## src/rtl/noc_credit_return.sv

```systemverilog
// Router input-port flit buffer with one-for-one credit return to the upstream router.
// Show-ahead FIFO: the head flit is presented combinationally from storage while non-empty.
module noc_credit_return #(
  parameter int unsigned FLIT_W = 32,
  parameter int unsigned DEPTH  = 4
) (
  input  logic                     clk_i,
  input  logic                     rst_n_i,
  input  logic                     flit_valid_i,
  input  logic [FLIT_W-1:0]        flit_i,
  input  logic                     flit_rd_i,
  output logic                     flit_valid_o,
  output logic [FLIT_W-1:0]        flit_o,
  output logic                     credit_incr_o,
  output logic                     full_o,
  output logic [$clog2(DEPTH):0]   count_o,
  output logic                     overflow_err_o
);

  localparam int unsigned AW = $clog2(DEPTH);
  localparam int unsigned CW = AW + 1;
  localparam logic [CW-1:0] DEPTH_C = CW'(DEPTH);

  logic [FLIT_W-1:0] mem_q [DEPTH];
  logic [AW-1:0]     wr_ptr_q, wr_ptr_d;
  logic [AW-1:0]     rd_ptr_q, rd_ptr_d;
  logic [CW-1:0]     count_q, count_d;
  logic              credit_q;
  logic              ovf_q, ovf_d;
  logic              empty, full, rd_fire, wr_fire;

  assign empty   = (count_q == '0);
  assign full    = (count_q == DEPTH_C);
  assign rd_fire = flit_rd_i & ~empty;
  // A read in the same cycle frees the slot, so a write at full is still accepted.
  assign wr_fire = flit_valid_i & (~full | rd_fire);

  always_comb begin
    wr_ptr_d = wr_ptr_q;
    rd_ptr_d = rd_ptr_q;
    count_d  = count_q + CW'(wr_fire) - CW'(rd_fire);
    ovf_d    = ovf_q | (flit_valid_i & ~wr_fire);
    if (wr_fire) wr_ptr_d = wr_ptr_q + AW'(1);
    if (rd_fire) rd_ptr_d = rd_ptr_q + AW'(1);
  end

  always_ff @(posedge clk_i or negedge rst_n_i) begin
    if (!rst_n_i) begin
      wr_ptr_q <= '0;
      rd_ptr_q <= '0;
      count_q  <= '0;
      credit_q <= 1'b0;
      ovf_q    <= 1'b0;
    end else begin
      wr_ptr_q <= wr_ptr_d;
      rd_ptr_q <= rd_ptr_d;
      count_q  <= count_d;
      credit_q <= rd_fire;
      ovf_q    <= ovf_d;
    end
  end

  // Storage carries no reset; stale contents are masked while the buffer is empty.
  always_ff @(posedge clk_i) begin
    if (wr_fire) mem_q[wr_ptr_q] <= flit_i;
  end

  assign flit_valid_o   = ~empty;
  assign full_o         = full;
  assign count_o        = count_q;
  assign credit_incr_o  = credit_q;
  assign overflow_err_o = ovf_q;
  assign flit_o         = empty ? '0 : mem_q[rd_ptr_q];

endmodule

```

## config.mk

```make
export PLATFORM = sky130hd
export DESIGN_NAME = noc_credit_return
export DESIGN_NICKNAME = d
export VERILOG_FILES = /design/src/rtl/noc_credit_return.sv
export SDC_FILE = /design/constraint.sdc
export NUM_CORES = 1
export LEC_CHECK = 0
export CAP_MARGIN = 20
export CORE_ASPECT_RATIO = 0.7
export CORE_UTILIZATION = 54
export CTS_CLUSTER_DIAMETER = 80
export DETAILED_ROUTE_END_ITERATION = 6
export PLACE_DENSITY = 0.84
export REMOVE_ABC_BUFFERS = 1
export SYNTH_ARGS = -nofsm -noshare
export SYNTH_HDL_FRONTEND = slang
export SYNTH_SLANG_ARGS = --single-unit
```

## constraint.sdc

```tcl
create_clock -name clk_i -period 2.5 [get_ports clk_i]
set_input_delay 0.5 -clock clk_i [delete_from_list [all_inputs] [get_ports clk_i]]
set_output_delay 0.5 -clock clk_i [all_outputs]
set_load 0.02 [all_outputs]
```

Word-level counts from Yosys, hierarchy flattened
Memories as Yosys holds them, arrays and structs flattened. Index checks and enable logic that the tools add are counted. W data, S select, Z words.

Output and inout bits: 39. Memory bits (writable): 128. Flip-flop bits (word level): 9. Bits of input ports: 36. Memories: 1.

Bitwise logic cells: 8. Reductions and logical operators: 1. Add/sub/neg operators: 4. Eq/ne operators: 1. Multiplexer cells: 3.

Memory list: mem_q (depth 4, width 32, read ports 1, clocked after memory_dff 0, wr ports 1, line 24) `logic [FLIT_W-1:0] mem_q [DEPTH];`.

Operators with widths (count): $mux W32 (1); $add A2 B1 Y2 const B (2); $add A3 B1 Y3 (1); $and A1 B1 Y1 (3); $eq A3 B3 Y1 const B (1); $logic_not A3 Y1 (1); $not A1 Y1 (3); $sub A3 B1 Y3 (1); $mux W1 (2); $or A1 B1 Y1 (2).

Longest topological paths before layout
Gate-level depths: netlist (run 1).

Word-level depth: 8. Mapped depth: 7.

Worst setup path after synthesis (run 1)
No wires, ideal clock.

Path kind: register to register. Start point: register count_q[2] (netlist: count_o[2]). End point: register count_q[2] (netlist: count_o[2]). Cell stages (with the launch flop): 8. Buffers on the path: 0. Period minus slack after synthesis: 2068 ps. Arrival time: 1945 ps. Path slack: 432 ps. Cells stage by stage: dfrtp_1 > or3b_4 > o21ai_0 > o21ai_0 > ha_1 > fa_1 > xnor2_1 > xnor2_1.

Word-level cells in the longest chain between the ends: 7. Elaborated cells on any way between the ends: 9.

RTL lines: start, declared (line 27) `logic [CW-1:0] count_q, count_d;`; start signal, assigned (line 57) `count_q <= count_d;`; $logic_not A3 Y1 (line 32) `assign empty = (count_q == '0);`; $not A1 Y1 (line 34) `assign rd_fire = flit_rd_i & ~empty;`; $and A1 B1 Y1 (line 34); $or A1 B1 Y1 (line 36) `assign wr_fire = flit_valid_i & (~full | rd_fire);`; $and A1 B1 Y1 (line 36); $add A3 B1 Y3 (line 41) `count_d = count_q + CW'(wr_fire) - CW'(rd_fire);`; $sub A3 B1 Y3 * (line 41); named net count_d[2] (line 27).

The timed path passes the listed nets; every way through them passes the cells marked *. A chain may end at the register's enable or synchronous reset.

Worst setup path after layout (run 1)
Start point: register rd_ptr_q[0]. End point: output port flit_o[5].

Word-level cells in the longest chain between the ends: 2.

RTL lines: start, declared (line 26) `logic [AW-1:0] rd_ptr_q, rd_ptr_d;`; start signal, assigned (line 56) `rd_ptr_q <= rd_ptr_d;`; $mem_v2 Z4 W32; $mux W32 (line 73) `assign flit_o = empty ? '0 : mem_q[rd_ptr_q];`; end, declared (line 13) `output logic [FLIT_W-1:0] flit_o,`.

Every way passes these cells.

==> results of run 1 <==
==> worst register-to-register path, stage by stage (launching register included) <==
cell	delay, ns
dfrtp_1	0.43
or3b_4	0.42
o21ai_0	0.16
o21ai_0	0.11
ha_1	0.22
fa_1	0.40
xnor2_1	0.15
xnor2_1	0.12
==> routing by layer <==
layer,routed length [um],global-route usage (%)
met1,4086,27.59
met2,5127,36.15
met3,643,7.527
met4,80,7.071
met5,0,0
==> flip-flops by register name (all words and copies together), names as in the netlist <==
| register | cells |
|---|---|
| rd_ptr_q | 2 |
| overflow_err_o | 1 |
| credit_incr_o | 1 |
| wr_ptr_q | 2 |
| mem_q | 128 |
| count_o | 3 |
==> power by group through the flow <==
stage | combinational, mW | clock (mW) | sequential (mW)
floorplan | 1.80 | 0 | 3.41
global placement | 3.49 | 0 | 3.23
detailed placement | 3.54 | 0 | 3.26
CTS | 3.39 | 2.56 | 3.23
global route | 3.42 | 2.67 | 3.27
finish | 3.21 | 2.53 | 3.24
==> worst paths after layout <==
kind,from,end,cells after the start
max in group asynchronous,rst_n_i,rd_ptr_q[0],1
setup reg to reg,count_o[0],count_o[2],7
setup / recovery,rd_ptr_q[0],flit_o[5],4
hold reg to reg,overflow_err_o,overflow_err_o,1
hold / removal,rst_n_i,count_o[0],1
min in group clk_i,overflow_err_o,overflow_err_o,1
==> cell type report <==
cell class              count  area [um2]  area share (%)
flip-flops and latches    137        4071           60.05
inverters                   4       15.01          0.2214
clock buffers              17       425.4           6.274
clock inverters            15       182.7           2.694
well taps                 124       155.1           2.288
multi-input cells          90        1174           17.31
repair buffers             88       757.0           11.16
==> cell usage in the layout, fill, tap and decap left out, types with 2 or more instances in the layout <==
cell type and n:
clkdlybuf4s50_1 41, xnor2_1 4, clkinv_4 2, edfxtp_1 128, clkinvlp_4 2, and2_1 29, clkinv_1 4, dfrtp_1 7
ha_1 5, mux4_2 32, inv_1 4, buf_4 8, buf_12 3, clkbuf_16 18, bufinv_16 4, dfrtp_2 2
o21ai_0 2, and2_2 4, buf_6 2, and2_4 3, buf_2 31, clkinv_2 3
==> cell families after synthesis <==
group	count (synthesis)	share of synthesized area (%)
buffers and inverters	15	1.576
XOR/XNOR	5	0.8233
flip-flops	137	76.50
adder cells (fa/ha/maj)	6	1.553
AO/OA/AOI/OAI	5	0.7998
multiplexers	33	13.83
AND/OR/NAND/NOR	41	4.916
==> repair_timing <==
action / 4_1_cts / 5_1_grt
setup buffers: 3 / 0
resized for setup: 123 / 17
endpoints found under the setup margin: 33 / 27
pin swaps: 0 / 0
gates cloned: 2 / 0
==> summary.txt, run 1 <==
Outcome
  • Outcome: finished clean

Clock network
  • Post-CTS Hold Fix Bufs: 0
  • Clock root buffer: clkbuf_16
  • TritonCTS clock tree: yes
  • Clock net sink count: 137
  • Htree depth: 4
  • CTS Buf Count: 17
  • Worst skew pair latency: 0.41 ns
  • Register clock-pin slew on the reported worst setup and hold paths: 0.06 ns
  • Clock Tree Buf Depth: 2

Timing
  • Clock Skew: 0.007627 ns
  • RSZ-0062 raised after global routing: yes
  • Final period util: 97.22%
  • Setup_tns: 0 ns
  • Min cycle time layout: 2.430 ns
  • FMAX: 411.4 MHz
  • Slew HR: 70.92%
  • Setup ws final: 0.06956 ns
  • Fin. max-slew vios: 0
  • Worst slew pin tran: 0.4348 ns
  • Hold slack: 0.3956 ns
  • Final Hold Vio Count: 0
  • # setup viols final: 0

Setup path
  • Flop-to-flop setup slack: 0.37 ns
  • Critical path launch point type: flop
  • Critical-path top delay cell: mux4_2
  • Largest delay share family, worst path: multiplexers
  • Worst Path Arrival: 1.93 ns
  • Crit path max fanout: 8
  • Worst EP required: 2.00 ns
  • Critical path endpoint category: primary output
  • Critical Path Max Stage Delay: 0.52 ns
  • Crit Path Class: reg2out
  • Critical-path cell list: buf_6, mux4_2, and2_1, buf_2
  • Buf/Inv on CP: 2

Die
  • Die area: 10,260 um2
  • Chip height: 85.04 um
  • Initial Util: 57.04%
  • IO Count: 75
  • Die width: 120.6 um
  • Row count: 29
  • Core area: 9325 um2

GRT
  • Total Routing Usage GR: 21.87%
  • First-pass GRT wire length: 15,460 um
  • Largest net degree at the start of global routing: 34
  • GRT overflow: 0
  • Antenna violations before repair: 0
  • Vias in the first global route: 2,797

Detailed routing
  • WL final: 9938 um
  • DR DRC count: 0
  • Vias: 2,649
  • Via density: 5.577
  • DR WL/cell: 20.92 um
  • DR pass1 iterations: 4
  • Final ANT Viol Nets: 0
  • Drt initial violations: 180

Synth
  • Cell with the most instances after synthesis: edfxtp_1
  • EDFF count, synth: 128
  • Asr flop ratio synth: 6.569%
  • Yosys Warn Count: 0
  • Register area share after synthesis: 76.50%
  • Yosys top cell by area: edfxtp_1
  • Mapped Area: 5319 um2
  • Dominant synthesized flop cell: edfxtp_1
  • Post-synth top cells: edfxtp_1, and2_1, mux4_2
  • Count of different cell masters after synthesis: 23
  • Post-synth top area share: 72.27%
  • #FFs+latches synth: 137
  • Synth top area cells: edfxtp_1, mux4_2, dfrtp_1
  • Post-Syn Area per Cell: 21.98 um2
  • Synth Instances: 242

Min path
  • Hold WC Path Type: in2async

Final layout
  • Share of cells above drive strength 1: 33.90%
  • Fin nets: 380
  • Fillcell total: 542
  • ANT cells: 0
  • Core Util, Final: 72.71%
  • Cell Count, Final, Fillers Out: 475
  • Final Cell Area: 6780 um2
  • P&R area growth vs syn: 27.48%

Place
  • Post-detail-place hpwl: 5829 um
  • Placed Instance Area: 6301 um2
  • Pre-CTS WS: 0.08274 ns
  • Placed insts: 441
  • GP Congestion: 0.7412
  • Buffers on Ports: 74

Power and ir drop
  • Comb pwr share: 35.7%
  • VDD IR max: 0.0009484 V
  • Switching fraction of total power: 31.08%
  • Clk pwr share: 28.2%
  • Seq pwr share: 36.1%
  • Net Sw Power: 2.788 mW
  • Final Total Pwr: 8.969 mW
  • Pwr/cell area: 1323 nW/um2
  • Leakage: 2.378 nW
  • P_int: 6.181 mW

Job
  • Max-capacitance violation count: 0
Note: power is estimated with default switching activity, not from simulation.
==> inputs of run 2 (changes only) <==
--- a/config.mk
+++ b/config.mk
@@ -7,10 +7,11 @@
 export LEC_CHECK = 0
 export CAP_MARGIN = 20
 export CORE_ASPECT_RATIO = 0.7
-export CORE_UTILIZATION = 54
+export CORE_MARGIN = 2
+export CORE_UTILIZATION = 49
 export CTS_CLUSTER_DIAMETER = 80
 export DETAILED_ROUTE_END_ITERATION = 6
-export PLACE_DENSITY = 0.84
+export PLACE_DENSITY = 0.81
 export REMOVE_ABC_BUFFERS = 1
 export SYNTH_ARGS = -nofsm -noshare
 export SYNTH_HDL_FRONTEND = slang
==> constraint.sdc (replaced) <==
create_clock -name clk_i -period 2 [get_ports clk_i]
set_input_delay 0.4 -clock clk_i [delete_from_list [all_inputs] [get_ports clk_i]]
set_output_delay 0.4 -clock clk_i [all_outputs]
set_load 0.02 [all_outputs]
==> run 2 against run 1 <==
Net effect: the run now ends with setup timing left; first-iteration DRC count shrank 7.8%; clock power grew 16%; register-to-register slack got worse by 0.41 ns; critical endpoint is now flit_o[20].
==> summary.txt, run 2 (synthesized netlist as in run 1, its figures left out) <==
Clock network
  • Register clock-pin slew on the reported worst setup and hold paths: 0.06 ns (about the same)
  • CTS Buf Count: 17 (unchanged)
  • Clock net sink count: 137 (unchanged)
  • Clock root buffer: clkbuf_16 (unchanged)
  • TritonCTS clock tree: yes (unchanged)
  • Clock Tree Buf Depth: 2 (unchanged)
  • Htree depth: 4 (unchanged)
  • Worst skew pair latency: 0.42 ns (was 0.41 ns)

Power and ir drop
  • Switching fraction of total power: 30.76% (was 31.08%)
  • VDD IR max: 0.001050 V (was 0.0009484 V)
  • Comb pwr share: 43.0% (was 35.7%)
  • Pwr/cell area: 1679 nW/um2 (was 1323 nW/um2)
  • Net Sw Power: 3.747 mW (was 2.788 mW)
  • Leakage: 2.606 nW (was 2.378 nW)
  • Seq pwr share: 32.9% (was 36.1%)
  • Final Total Pwr: 12.18 mW (was 8.969 mW)
  • Clk pwr share: 24.2% (was 28.2%)
  • P_int: 8.434 mW (was 6.181 mW)

Outcome
  • Outcome: finished with violations (was finished clean)
  • Failing checks: setup timing

Timing
  • # setup viols final: 33 (was 0)
  • Setup ws final: -0.3261 ns (was 0.06956 ns)
  • Min cycle time layout: 2.326 ns
  • Slew HR: 67.86% (was 70.92%)
  • Final period util: 116.3%
  • RSZ-0062 raised after global routing: yes (unchanged)
  • FMAX: 429.9 MHz
  • Final Hold Vio Count: 0 (unchanged)
  • Clock Skew: 0.008478 ns (was 0.007627 ns)
  • Fin. max-slew vios: 0 (unchanged)
  • Worst slew pin tran: 0.4807 ns (was 0.4348 ns)

Final layout
  • P&R area growth vs syn: 36.44% (was 27.48%)
  • Max reg flops: 128 (unchanged)
  • Most flops, register: mem_q (unchanged)
  • Final Cell Area: 7257 um2 (was 6780 um2)
  • Fin nets: 400 (was 380)
  • Commonest non-fill, non-tap cells in the layout: edfxtp_1, clkdlybuf4s50_1, mux4_2 (unchanged)
  • Most common cell after layout, fill and taps aside: edfxtp_1 (unchanged)
  • Share of cells above drive strength 1: 43.67% (was 33.90%)
  • ANT cells: 0 (unchanged)
  • Fillcell total: 667 (was 542)

Detailed routing
  • WL final: 10,600 um (was 9938 um)
  • Vias: 2,693 (was 2,649)
  • DR DRC count: 0 (unchanged)
  • Via density: 5.354 (was 5.577)
  • Drt initial violations: 166 (was 180)
  • Final ANT Viol Nets: 0 (unchanged)
  • DR pass1 iterations: 4 (unchanged)
  • DR WL/cell: 21.06 um (was 20.92 um)

Setup path
  • Critical-path top delay cell: mux4_2 (unchanged)
  • Crit Path Class: reg2out (unchanged)
  • Critical path endpoint category: primary output (unchanged)
  • Critical-path cell list: buf_4, clkbuf_16, mux4_2, and2_1, buf_2 (was buf_6, mux4_2, and2_1, buf_2)
  • Flop-to-flop setup slack: -0.04 ns (was 0.37 ns)
  • Worst EP required: 1.60 ns (was 2.00 ns)
  • Buf/Inv on CP: 3 (was 2)
  • Largest delay share family, worst path: multiplexers (unchanged)
  • Critical Path Max Stage Delay: 0.48 ns (was 0.52 ns)
  • Critical path launch point type: flop (unchanged)
  • Worst Path Arrival: 1.93 ns (about the same)
  • Crit path max fanout: 4 (was 8)

Die
  • Chip height: 91.17 um (was 85.04 um)
  • Row count: 31 (was 29)
  • Initial Util: 50.79% (was 57.04%)
  • IO Count: 75 (unchanged)
  • Die width: 128.5 um (was 120.6 um)
  • Core area: 10,470 um2 (was 9325 um2)
  • Die area: 11,720 um2 (was 10,260 um2)

GRT
  • Largest net degree at the start of global routing: 23 (was 34)
  • Vias in the first global route: 2,848 (was 2,797)
  • Antenna violations before repair: 0 (unchanged)
  • Total Routing Usage GR: 19.64% (was 21.87%)
  • GRT overflow: 0 (unchanged)
  • First-pass GRT wire length: 16,130 um (was 15,460 um)

Place
  • Buffers on Ports: 74 (unchanged)
  • Pre-CTS WS: -0.2410 ns (was 0.08274 ns)
  • Post-detail-place hpwl: 6124 um (was 5829 um)
  • Placed Instance Area: 6474 um2 (was 6301 um2)
  • GP Congestion: 0.7567 (was 0.7412)

Job
  • Max-capacitance violation count: 0 (unchanged)

Min path
  • Hold WC Path Type: in2async (unchanged)
==> run 2: cell types whose count changed in the layout (fill, tap and decap cells not counted), sizes merged <==
cell / before / now
bufinv: 4 / 2
clkinvlp: 2 / 5
dlygate4sd2: 1 / 0
dlymetal6s2s: 0 / 2
clkdlybuf4s50: 41 / 38
clkbuf: 18 / 19
buf: 45 / 66
clkinv: 9 / 8
==> run 2: repair_timing <==
item,CTS,global route
hold buffers,0,0
buffers inserted,7,3
cloned,2,2
endpoints found under the hold margin,0,0
endpoints found under the setup margin,35,36
pin swaps,12,16
resized for setup,173,42
==> run 2: final timing paths <==
check / from / to / cells past startpoint
min: rst_n_i / count_o[0] / 1
min in group clk_i: overflow_err_o / overflow_err_o / 1
max: rd_ptr_q[0] / flit_o[20] / 5
min reg2reg: overflow_err_o / overflow_err_o / 1
max in group asynchronous: rst_n_i / rd_ptr_q[0] / 1
max reg2reg: count_o[2] / count_o[2] / 7
==> run 2: worst register-to-register path, stage by stage (launching register included) <==
cell     delay (ns)
dfrtp_1        0.43
or3b_4         0.42
o21ai_2        0.15
o21ai_2        0.08
ha_2           0.19
fa_2           0.36
xnor2_2        0.16
xnor2_1        0.13
==> run 2: metal layers <==
metal,global-route usage [%],wire (um)
met1,25.84,4642
met2,30.36,5174
met3,7.837,636
met4,6.250,142
met5,0,0
==> run 2: area by class of cell <==
| cell class | instances | area, um2 | area share, % |
|---|---|---|---|
| clock buffer | 17 | 425.4 | 5.862 |
| clock inverter | 15 | 135.1 | 1.862 |
| inverter | 4 | 15.01 | 0.2069 |
| multi-input combinational | 90 | 1251 | 17.24 |
| sequential | 137 | 4071 | 56.10 |
| tap | 132 | 165.2 | 2.276 |
| timing repair buffer | 108 | 1194 | 16.45 |
==> run 2: metrics by stage <==
| stage | hold slack (ns) | setup TNS [ns] | utilization, % | cells |
|---|---|---|---|---|
| floorplan | 0.1044 | -21.88 | - | 231 |
| global placement | 0.4444 | -6.702 | 61.82 | 459 |
| detailed placement | 0.4588 | -7.022 | 61.82 | 459 |
| CTS | 0.2938 | -10.44 | 67.97 | 500 |
| global route | 0.3417 | -10.93 | 69.30 | 503 |
| finish | 0.3061 | -9.112 | 69.30 | 503 |
==> run 2: power groups by stage <==
stage | logic [mW] | registers (mW) | clock network, mW
global placement | 4.63 | 4.01 | 0
floorplan | 2.25 | 4.26 | 0
global route | 5.57 | 4.05 | 3.11
finish | 5.23 | 4.00 | 2.94
detailed placement | 4.69 | 4.04 | 0
CTS | 4.87 | 4.00 | 2.99
